File: config.mk
export PLATFORM = sky130hd
export DESIGN_NAME = riscv_dmem_arbiter
export DESIGN_NICKNAME = d
export VERILOG_FILES = /design/src/rtl/riscv_dmem_arbiter.sv
export SDC_FILE = /design/constraint.sdc
export NUM_CORES = 1
export LEC_CHECK = 0
export CAP_MARGIN = 20
export CORE_AREA = 2 2 95 97
export CTS_CLUSTER_DIAMETER = 50
export CTS_CLUSTER_SIZE = 14
export DETAILED_ROUTE_END_ITERATION = 16
export DIE_AREA = 0 0 97 99
export GPL_ROUTABILITY_DRIVEN = 1
export PLACE_DENSITY_LB_ADDON = 0.3
export SYNTH_ARGS = -nofsm -noshare
export SYNTH_HDL_FRONTEND = slang
export SYNTH_SLANG_ARGS = --single-unit
export TNS_END_PERCENT = 100
File: constraint.sdc
create_clock -name clk -period 2.7 [get_ports clk]
set_clock_uncertainty 0.15 [all_clocks]
set_input_delay 0.81 -clock clk [delete_from_list [all_inputs] [get_ports clk]]
set_output_delay 0.81 -clock clk [all_outputs]
set_load 0.02 [all_outputs]
File: src/rtl/riscv_dmem_arbiter.sv
// Two-port arbiter for the core data memory: port 0 = load/store unit, port 1 = debug/loader with locked bursts.
// Optional `DMEM_ARB_RR_EN selects round-robin arbitration in ARB; undefined gives fixed priority to port 0.
//
// state   | meaning
// --------+------------------------------------------------
// ST_ARB  | normal arbitration between both ports
// ST_LOCK | port 1 owns the memory until lock drops or burst limit
module riscv_dmem_arbiter #(
    parameter int REG_WIDTH       = 32,
    parameter int DMEM_ADDR_WIDTH = 10,
    parameter int MAX_BURST       = 8
) (
    input  logic                       clk,
    input  logic                       reset,

    input  logic                       m0_req_valid,
    output logic                       m0_req_ready,
    input  logic                       m0_req_we,
    input  logic [DMEM_ADDR_WIDTH-1:0] m0_req_addr,
    input  logic [REG_WIDTH-1:0]       m0_req_wdata,
    input  logic [REG_WIDTH/8-1:0]     m0_req_be,
    output logic                       m0_rsp_valid,
    output logic [REG_WIDTH-1:0]       m0_rsp_rdata,

    input  logic                       m1_req_valid,
    output logic                       m1_req_ready,
    input  logic                       m1_req_we,
    input  logic [DMEM_ADDR_WIDTH-1:0] m1_req_addr,
    input  logic [REG_WIDTH-1:0]       m1_req_wdata,
    input  logic [REG_WIDTH/8-1:0]     m1_req_be,
    output logic                       m1_rsp_valid,
    output logic [REG_WIDTH-1:0]       m1_rsp_rdata,
    input  logic                       m1_lock,

    output logic                       mem_en,
    output logic                       mem_we,
    output logic [DMEM_ADDR_WIDTH-1:0] mem_addr,
    output logic [REG_WIDTH-1:0]       mem_wdata,
    output logic [REG_WIDTH/8-1:0]     mem_be,
    input  logic [REG_WIDTH-1:0]       mem_rdata
);

    localparam logic [0:0] ST_ARB  = 1'b0;
    localparam logic [0:0] ST_LOCK = 1'b1;
    localparam logic [7:0] BURST_MAX = 8'(MAX_BURST);

    logic [0:0] state_q;
    logic [7:0] cnt_q;
    logic       tag_q;
    logic       rd_q;
    logic       gnt0;
    logic       gnt1;

`ifdef DMEM_ARB_RR_EN
    logic rr_q;  // 1 = port 1 preferred on the next simultaneous request

    always_ff @(posedge clk) begin
        if (reset) begin
            rr_q <= 1'b0;
        end else if (gnt0 || gnt1) begin
            rr_q <= gnt0;
        end
    end
`endif

    always_comb begin
        gnt0 = 1'b0;
        gnt1 = 1'b0;
        if (state_q == ST_LOCK) begin
            gnt1 = m1_req_valid;
        end else if (m0_req_valid && m1_req_valid) begin
`ifdef DMEM_ARB_RR_EN
            gnt0 = ~rr_q;
            gnt1 = rr_q;
`else
            gnt0 = 1'b1;
`endif
        end else begin
            gnt0 = m0_req_valid;
            gnt1 = m1_req_valid;
        end
    end

    assign m0_req_ready = gnt0;
    assign m1_req_ready = gnt1;

    always_comb begin
        mem_en    = gnt0 | gnt1;
        mem_we    = 1'b0;
        mem_addr  = '0;
        mem_wdata = '0;
        mem_be    = '0;
        if (gnt1) begin
            mem_we    = m1_req_we;
            mem_addr  = m1_req_addr;
            mem_wdata = m1_req_wdata;
            mem_be    = m1_req_be;
        end else if (gnt0) begin
            mem_we    = m0_req_we;
            mem_addr  = m0_req_addr;
            mem_wdata = m0_req_wdata;
            mem_be    = m0_req_be;
        end
    end

    always_ff @(posedge clk) begin
        if (reset) begin
            state_q <= ST_ARB;
            cnt_q   <= 8'd0;
            tag_q   <= 1'b0;
            rd_q    <= 1'b0;
        end else begin
            tag_q <= gnt1;
            rd_q  <= mem_en & ~mem_we;
            case (state_q)
                ST_ARB: begin
                    // A limit of one means the first grant already ends the burst.
                    if (gnt1 && m1_lock && (BURST_MAX > 8'd1)) begin
                        state_q <= ST_LOCK;
                        cnt_q   <= 8'd1;
                    end
                end
                ST_LOCK: begin
                    if (!m1_lock) begin
                        state_q <= ST_ARB;
                        cnt_q   <= 8'd0;
                    end else if (gnt1) begin
                        if (cnt_q + 8'd1 >= BURST_MAX) begin
                            state_q <= ST_ARB;
                            cnt_q   <= 8'd0;
                        end else begin
                            cnt_q <= cnt_q + 8'd1;
                        end
                    end
                end
                default: begin
                    state_q <= ST_ARB;
                    cnt_q   <= 8'd0;
                end
            endcase
        end
    end

    // Read data is zeroed unless a read response is actually being returned on that port.
    assign m0_rsp_valid = rd_q & ~tag_q;
    assign m1_rsp_valid = rd_q &  tag_q;
    assign m0_rsp_rdata = m0_rsp_valid ? mem_rdata : '0;
    assign m1_rsp_rdata = m1_rsp_valid ? mem_rdata : '0;

endmodule

==> results by group, run 1 <==
Run status
  • Outcome: completed

Pwr
  • PwrDens: 236 nW/um2
  • Pwr Total: 1.02 mW
  • Max IR drop VDD: 138 uV
  • Leak: 2.16 nW

Job
  • Max-cap violations: 0

Placement
  • Pre-CTS setup slack: -0.784 ns
  • Final HPWL DP: 8390 um
  • Placed insts: 639
  • Routability cong.: 0.877
  • I/O Buffers: 246

Floorplan
  • Initial core utilization: 19.5%
  • Site Rows: 34
  • Total die area: 9600 um2
  • Vert. Die Dim: 99 um
  • Die width: 97 um
  • I/O pins: 247
  • Core Region: 8550 um2

Clock network
  • CTS tree: built
  • Total CTS buffers: 3
  • Clock latency at the later pin of the worst-skew pair: 0.23 ns
  • Sinks on Clock Net: 11
  • CTS max path bufs: 2
  • Root Buffer Master: clkbuf_8
  • H-Tree Depth: 1
  • Clk slew on worst S/H paths: 0.05 ns

Global routing
  • Largest net degree at the start of global routing: 34
  • Initial antenna violation count: 0
  • Gr usage total: 20.3%
  • Vias in the first global route: 3034
  • Grt total ovfl: 0
  • First-pass GRT wire length: 15700 um

Final layout
  • Area Overhead vs Synth: 158%
  • Final Net Count: 674
  • Fillers: 887
  • Diode count: 0
  • Reg area: 220 um2
  • Footprint of the multi-input gates: 1350 um2
  • Share of layout cells above drive strength 1: 23.8%
  • Finished Layout Cells: 649

Logic synthesis
  • Ys Warns: 0
  • Synth area leader: nand2_1
  • Synth Register Bits: 11
  • Synth Area per Inst: 5.66 um2
  • Synthesized Nets: 426
  • Register area share after synthesis: 13.2%
  • Distinct cells, synth: 36
  • Synth top area cells: nand2_1 (22%), nand3_1 (15%), and2_1 (14%), dfxtp_1 (13%), and3_1 (12%)
  • Cells after Synth: 294
  • Mapped Area: 1670 um2
  • Top-area cell type share of the netlist area: 22.3%

Routing
  • Antenna-violating nets left: 0
  • Vias after detailed routing: 3000
  • Vias per cell: 4.62
  • Iter 0 DRT Violations: 73
  • DRC viols: 0
  • Drt wl/cell: 16.0 um
  • DR pass1 iterations: 6
  • Total wire length: 10400 um

STA
  • # setup viols final: 0
  • Pins Over Slew Limit: 0
  • Setup TNS: 0 ns
  • RSZ-0062 raised after global routing: false
  • Tmin final: 2.69 ns
  • Setup ws final: 0.0101 ns
  • Relative max-transition margin: 63.6%
  • Final period utilization: 99.6%
  • Max Freq: 0.372 GHz
  • Number of failing hold endpoints at the final stage: 0
  • Worst-Margin Slew: 0.547 ns

Critical path
  • Worst setup SP type: primary input
  • R2R depth: 6
  • Worst Path Arrival: 1.73 ns
  • Worst Path Max Fanout: 2
  • Req. time, crit path: 1.74 ns
  • Worst setup path category: primary input to output pin
  • Worst setup EP type: output pin

Worst hold path
  • Worst hold path class: flop to flop
  • Hold path cells: 1
==> critical path: stages <==
cell             delay [ns]
clkdlybuf4s50_1        0.47
and3_1                 0.16
clkdlybuf4s15_1        0.30
==> stage by stage <==
step	area (um2)	hold WS (ns)	utilization, %
after floorplan	1670	0.304	-
after global placement	4330	0.324	50.6
after detailed placement	4330	0.344	50.6
after CTS	4390	0.352	51.3
after global routing	4300	0.373	50.3
final	4300	0.348	50.3
==> cells in the final DEF, fill, tap and decap left out, types with 3 or more instances in the layout <==
cell and instances:
inv_1 3, clkdlybuf4s15_2 14, and2_1 38, nand3_2 3
buf_4 39, a21oi_1 3, dfxtp_1 11, nand3_1 48
clkbuf_2 23, buf_2 24, clkdlybuf4s15_1 22, clkdlybuf4s50_1 130
and3_1 32, clkbuf_8 3, nand2_1 99, buf_12 6
buf_16 4, o21ai_0 3
==> path summary, 6_finish.rpt <==
| kind | from | end | slack [ns] |
|---|---|---|---|
| setup / recovery | mem_rdata[11] | m1_rsp_rdata[11] | 0.01 |
| hold / removal | cnt_q[5]$_SDFFE_PP0P_ | cnt_q[5]$_SDFFE_PP0P_ | 0.35 |
| hold reg to reg | cnt_q[5]$_SDFFE_PP0P_ | cnt_q[5]$_SDFFE_PP0P_ | 0.35 |
| setup reg to reg | cnt_q[0]$_SDFFE_PP0P_ | state_q$_SDFF_PP0_ | 0.75 |
==> routing by layer <==
metal,vias to the layer above,GRT usage [%],routed length (um)
met3,28,4.40,835
met4,0,10.3,520
met2,188,40.1,5590
met5,-,0,0
li1,1475,-,-
met1,1309,19.7,3430
==> kinds of logic (layout without fill, tap and decap cells) <==
kind of cell | after synthesis | count (layout) | synth area share, %
AOI/OAI and AO/OA | 14 | 14 | 5.86
adders and majority gates | 1 | 1 | 0.751
buffers and inverters | 29 | 276 | 6.76
DFF | 11 | 11 | 13.2
and+or+nand+nor | 239 | 239 | 73.4
==> Yosys cell counts <==
cell / number
o311a_2: 1
nand3_1: 50
nor4b_1: 1
nor4_4: 1
and2_2: 1
a311o_1: 1
and2b_1: 1
nor3b_1: 2
nand2b_1: 3
and4b_1: 1
o21ai_0: 3
nor4b_2: 1
nor2_1: 1
or3_2: 1
o31a_1: 1
a21oi_1: 3
or2b_1: 1
nand4_1: 1
inv_1: 4
o211ai_1: 1
nor2b_1: 2
ha_1: 1
buf_2: 3
a21oi_2: 1
and3_1: 32
buf_1: 5
a21o_1: 1
nor4_1: 1
dfxtp_1: 11
clkbuf_1: 17
nor3_1: 1
a31oi_1: 1
nand2_1: 99
nand3_2: 1
o21a_1: 1
and2_1: 38
==> cell type report <==
type / instances / share of cell area (%)
Timing Repair Buffer: 268 / 58.8
Multi-Input combinational cell: 254 / 31.4
Inverter: 4 / 0.523
Sequential cell: 11 / 5.12
Tap cell: 108 / 3.14
Clock buffer: 4 / 1.05
==> what timing repair did <==
| item | 4_1_cts | 5_1_grt |
|---|---|---|
| hold buffers | 0 | 0 |
| endpoints found under the hold margin | 0 | 0 |
| setup buffers | 1 | 0 |
| endpoints found under the setup margin | 113 | 89 |
| gates resized for setup | 361 | 58 |
| gates cloned | 5 | 0 |
| pin swaps | 1 | 0 |
==> where the power goes <==
group | leakage [nW] | internal [mW] | total (mW) | switching (mW)
sequential | 0.0893 | 0.166 | 0.169 | 0.00239
clock | 0.0228 | 0.103 | 0.156 | 0.0528
combinational | 2.04 | 0.370 | 0.693 | 0.323
==> state kept, by name, indices dropped and copies added (netlist names) <==
| signal | flops |
|---|---|
| cnt_q | 8 |
| rd_q | 1 |
| state_q | 1 |
| tag_q | 1 |
Note: power is estimated with default switching activity, not from simulation.
==> inputs of run 2 (changes only) <==
--- a/config.mk
+++ b/config.mk
@@ -16,4 +16,4 @@
 export SYNTH_ARGS = -nofsm -noshare
 export SYNTH_HDL_FRONTEND = slang
 export SYNTH_SLANG_ARGS = --single-unit
-export TNS_END_PERCENT = 100
+export TNS_END_PERCENT = 1
==> run 2 against run 1 <==
Against the previous run:
- largest power group unchanged
- combinational power about the same
- sequential share of layout area unchanged
- via count shrank 0.53%
==> results by group, run 2 (synthesis results as in run 1) <==
Run status
  • Outcome: completed

Final layout
  • Commonest non-fill, non-tap cell in the layout: clkdlybuf4s50_1
  • Share of layout cells above drive strength 1: 23.5% (-0.37 points)
  • Diode count: 0 (unchanged)
  • Most frequent cells in the layout: clkdlybuf4s50_1 (130), nand2_1 (99), nand3_1 (49)
  • Area Overhead vs Synth: 158% (unchanged)
  • Largest register by flop count: cnt_q
  • Final Net Count: 674 (unchanged)
  • Finished Layout Cells: 649 (unchanged)
  • Largest register FFs: 8 (unchanged)

Routing
  • DR pass1 iterations: 4 (-2)
  • M1 wire length: 3420 um (-0.38%)
  • Vias per cell: 4.60 (-0.53%)
  • Vias after detailed routing: 2984 (-0.53%)
  • Uppermost routed layer: met4
  • Total wire length: 10300 um (-0.89%)
  • WL met3: 818 um (-2.0%)
  • Iter 0 DRT Violations: 81 (+11%)
  • Drt wl/cell: 15.8 um (-0.89%)
  • Antenna-violating nets left: 0 (unchanged)
  • Routed wl met2: 5490 um (-1.7%)
  • DRC viols: 0 (unchanged)

Critical path
  • Worst Path Max Fanout: 2 (unchanged)
  • Worst setup EP type: output pin
  • Worst setup path category: primary input to output pin
  • Worst Path Arrival: 1.73 ns (about the same)
  • Req. time, crit path: 1.74 ns (about the same)
  • Worst setup SP type: primary input

STA
  • Setup TNS: 0 ns (unchanged)
  • # setup viols final: 0 (unchanged)
  • Hold WS: 0.348 ns (unchanged)
  • Max Freq: 0.372 GHz (about the same)
  • Final period utilization: 99.6% (about the same)
  • Worst-Margin Slew: 0.551 ns (+0.00412 ns)
  • Tmin final: 2.69 ns (+0.0000373 ns)
  • Pins Over Slew Limit: 0 (unchanged)
  • Number of failing hold endpoints at the final stage: 0 (unchanged)
  • Relative max-transition margin: 63.3% (-0.27 points)
  • Setup ws final: 0.0100 ns (-0.0000373 ns)
  • RSZ-0062 raised after global routing: true

Placement
  • I/O Buffers: 246 (unchanged)
  • Placed insts: 639 (unchanged)
  • Pre-CTS setup slack: -0.784 ns (unchanged)
  • Routability cong.: 0.877 (unchanged)
  • Final HPWL DP: 8390 um (unchanged)

Pwr
  • Leak: 2.15 nW (about the same)
  • PwrDens: 236 nW/um2 (about the same)
  • Max IR drop VDD: 136 uV (-1.6%)

Job
  • Max-cap violations: 0 (unchanged)

Worst hold path
  • Worst hold path class: flop to flop

Global routing
  • Gr usage total: 20.1% (-0.24 points)
  • Vias in the first global route: 3009 (-0.82%)
  • Grt total ovfl: 0 (unchanged)
  • First-pass GRT wire length: 15500 um (-1.1%)
  • Initial antenna violation count: 0 (unchanged)
  • Largest net degree at the start of global routing: 34 (unchanged)

Clock network
  • Total CTS buffers: 3 (unchanged)
  • H-Tree Depth: 1 (unchanged)
  • Post-CTS Hold Buffers: 0 (unchanged)
  • Clk slew on worst S/H paths: 0.05 ns (about the same)
  • Clock latency at the later pin of the worst-skew pair: 0.23 ns (about the same)
  • Root Buffer Master: clkbuf_8
  • CTS max path bufs: 2 (unchanged)
  • CTS tree: built
  • Sinks on Clock Net: 11 (unchanged)

Floorplan
  • Site Rows: 34 (unchanged)
  • Total die area: 9600 um2 (unchanged)
  • Core Region: 8550 um2 (unchanged)
  • Initial core utilization: 19.5% (unchanged)
  • Die width: 97 um (unchanged)
  • Vert. Die Dim: 99 um (unchanged)
  • I/O pins: 247 (unchanged)
-- run 2: cell types whose count changed in the layout (fill, tap and decap cells not counted), sizes merged --
cell / previous run / this run
buf: 77 / 76
clkdlybuf4s15: 36 / 37
-- run 2: worst paths after layout --
| path | slack [ns] | startpoint | depth (start not counted) | end |
|---|---|---|---|---|
| min reg2reg | 0.35 | cnt_q[5]$_SDFFE_PP0P_ | 1 | cnt_q[5]$_SDFFE_PP0P_ |
| max reg2reg | 0.76 | cnt_q[0]$_SDFFE_PP0P_ | 6 | state_q$_SDFF_PP0_ |
| min | 0.35 | cnt_q[5]$_SDFFE_PP0P_ | 1 | cnt_q[5]$_SDFFE_PP0P_ |
| max | 0.01 | mem_rdata[11] | 3 | m1_rsp_rdata[11] |
-- run 2: repair_timing --
item                       CTS  global route
gates cloned                 4             1
setup buffers                1             0
resized for setup          358            59
pin swaps                    0             0
setup endpoints to repair  113            89
-- run 2: layer usage --
metal  global-route usage (%)  up-vias
met5                        0        -
li1                         -     1478
met2                     39.2      184
met4                     10.8        0
met1                     19.6     1294
met3                     4.33       28
-- run 2: stage by stage --
step / util [%] / power [mW] / instance area (um2)
final: 50.3 / 1.02 / 4300
after CTS: 50.8 / 1.01 / 4340
after global routing: 50.3 / 1.07 / 4300
after global placement: 50.6 / 0.865 / 4330
after floorplan: - / 0.431 / 1670
after detailed placement: 50.6 / 0.870 / 4330
-- run 2: report_power, final --
group | switching [mW] | total (mW) | internal [mW]
Sequential | 0.00240 | 0.169 | 0.166
Clock | 0.0529 | 0.156 | 0.103
Combinational | 0.322 | 0.692 | 0.370
Total | 0.377 | 1.02 | 0.639
-- run 2: final cells by class --
class                   instances  area [um2]
fillers                       888        4250
repair buffers                268        2540
multi-input cells             254        1350
flip-flops and latches         11         220
well taps                     108         135
clock buffers                   4        45.0
inverters                       4        22.5
-- run 2: critical path: stages --
cell,delay [ns]
clkdlybuf4s50_1,0.47
and3_1,0.16
clkdlybuf4s15_1,0.30
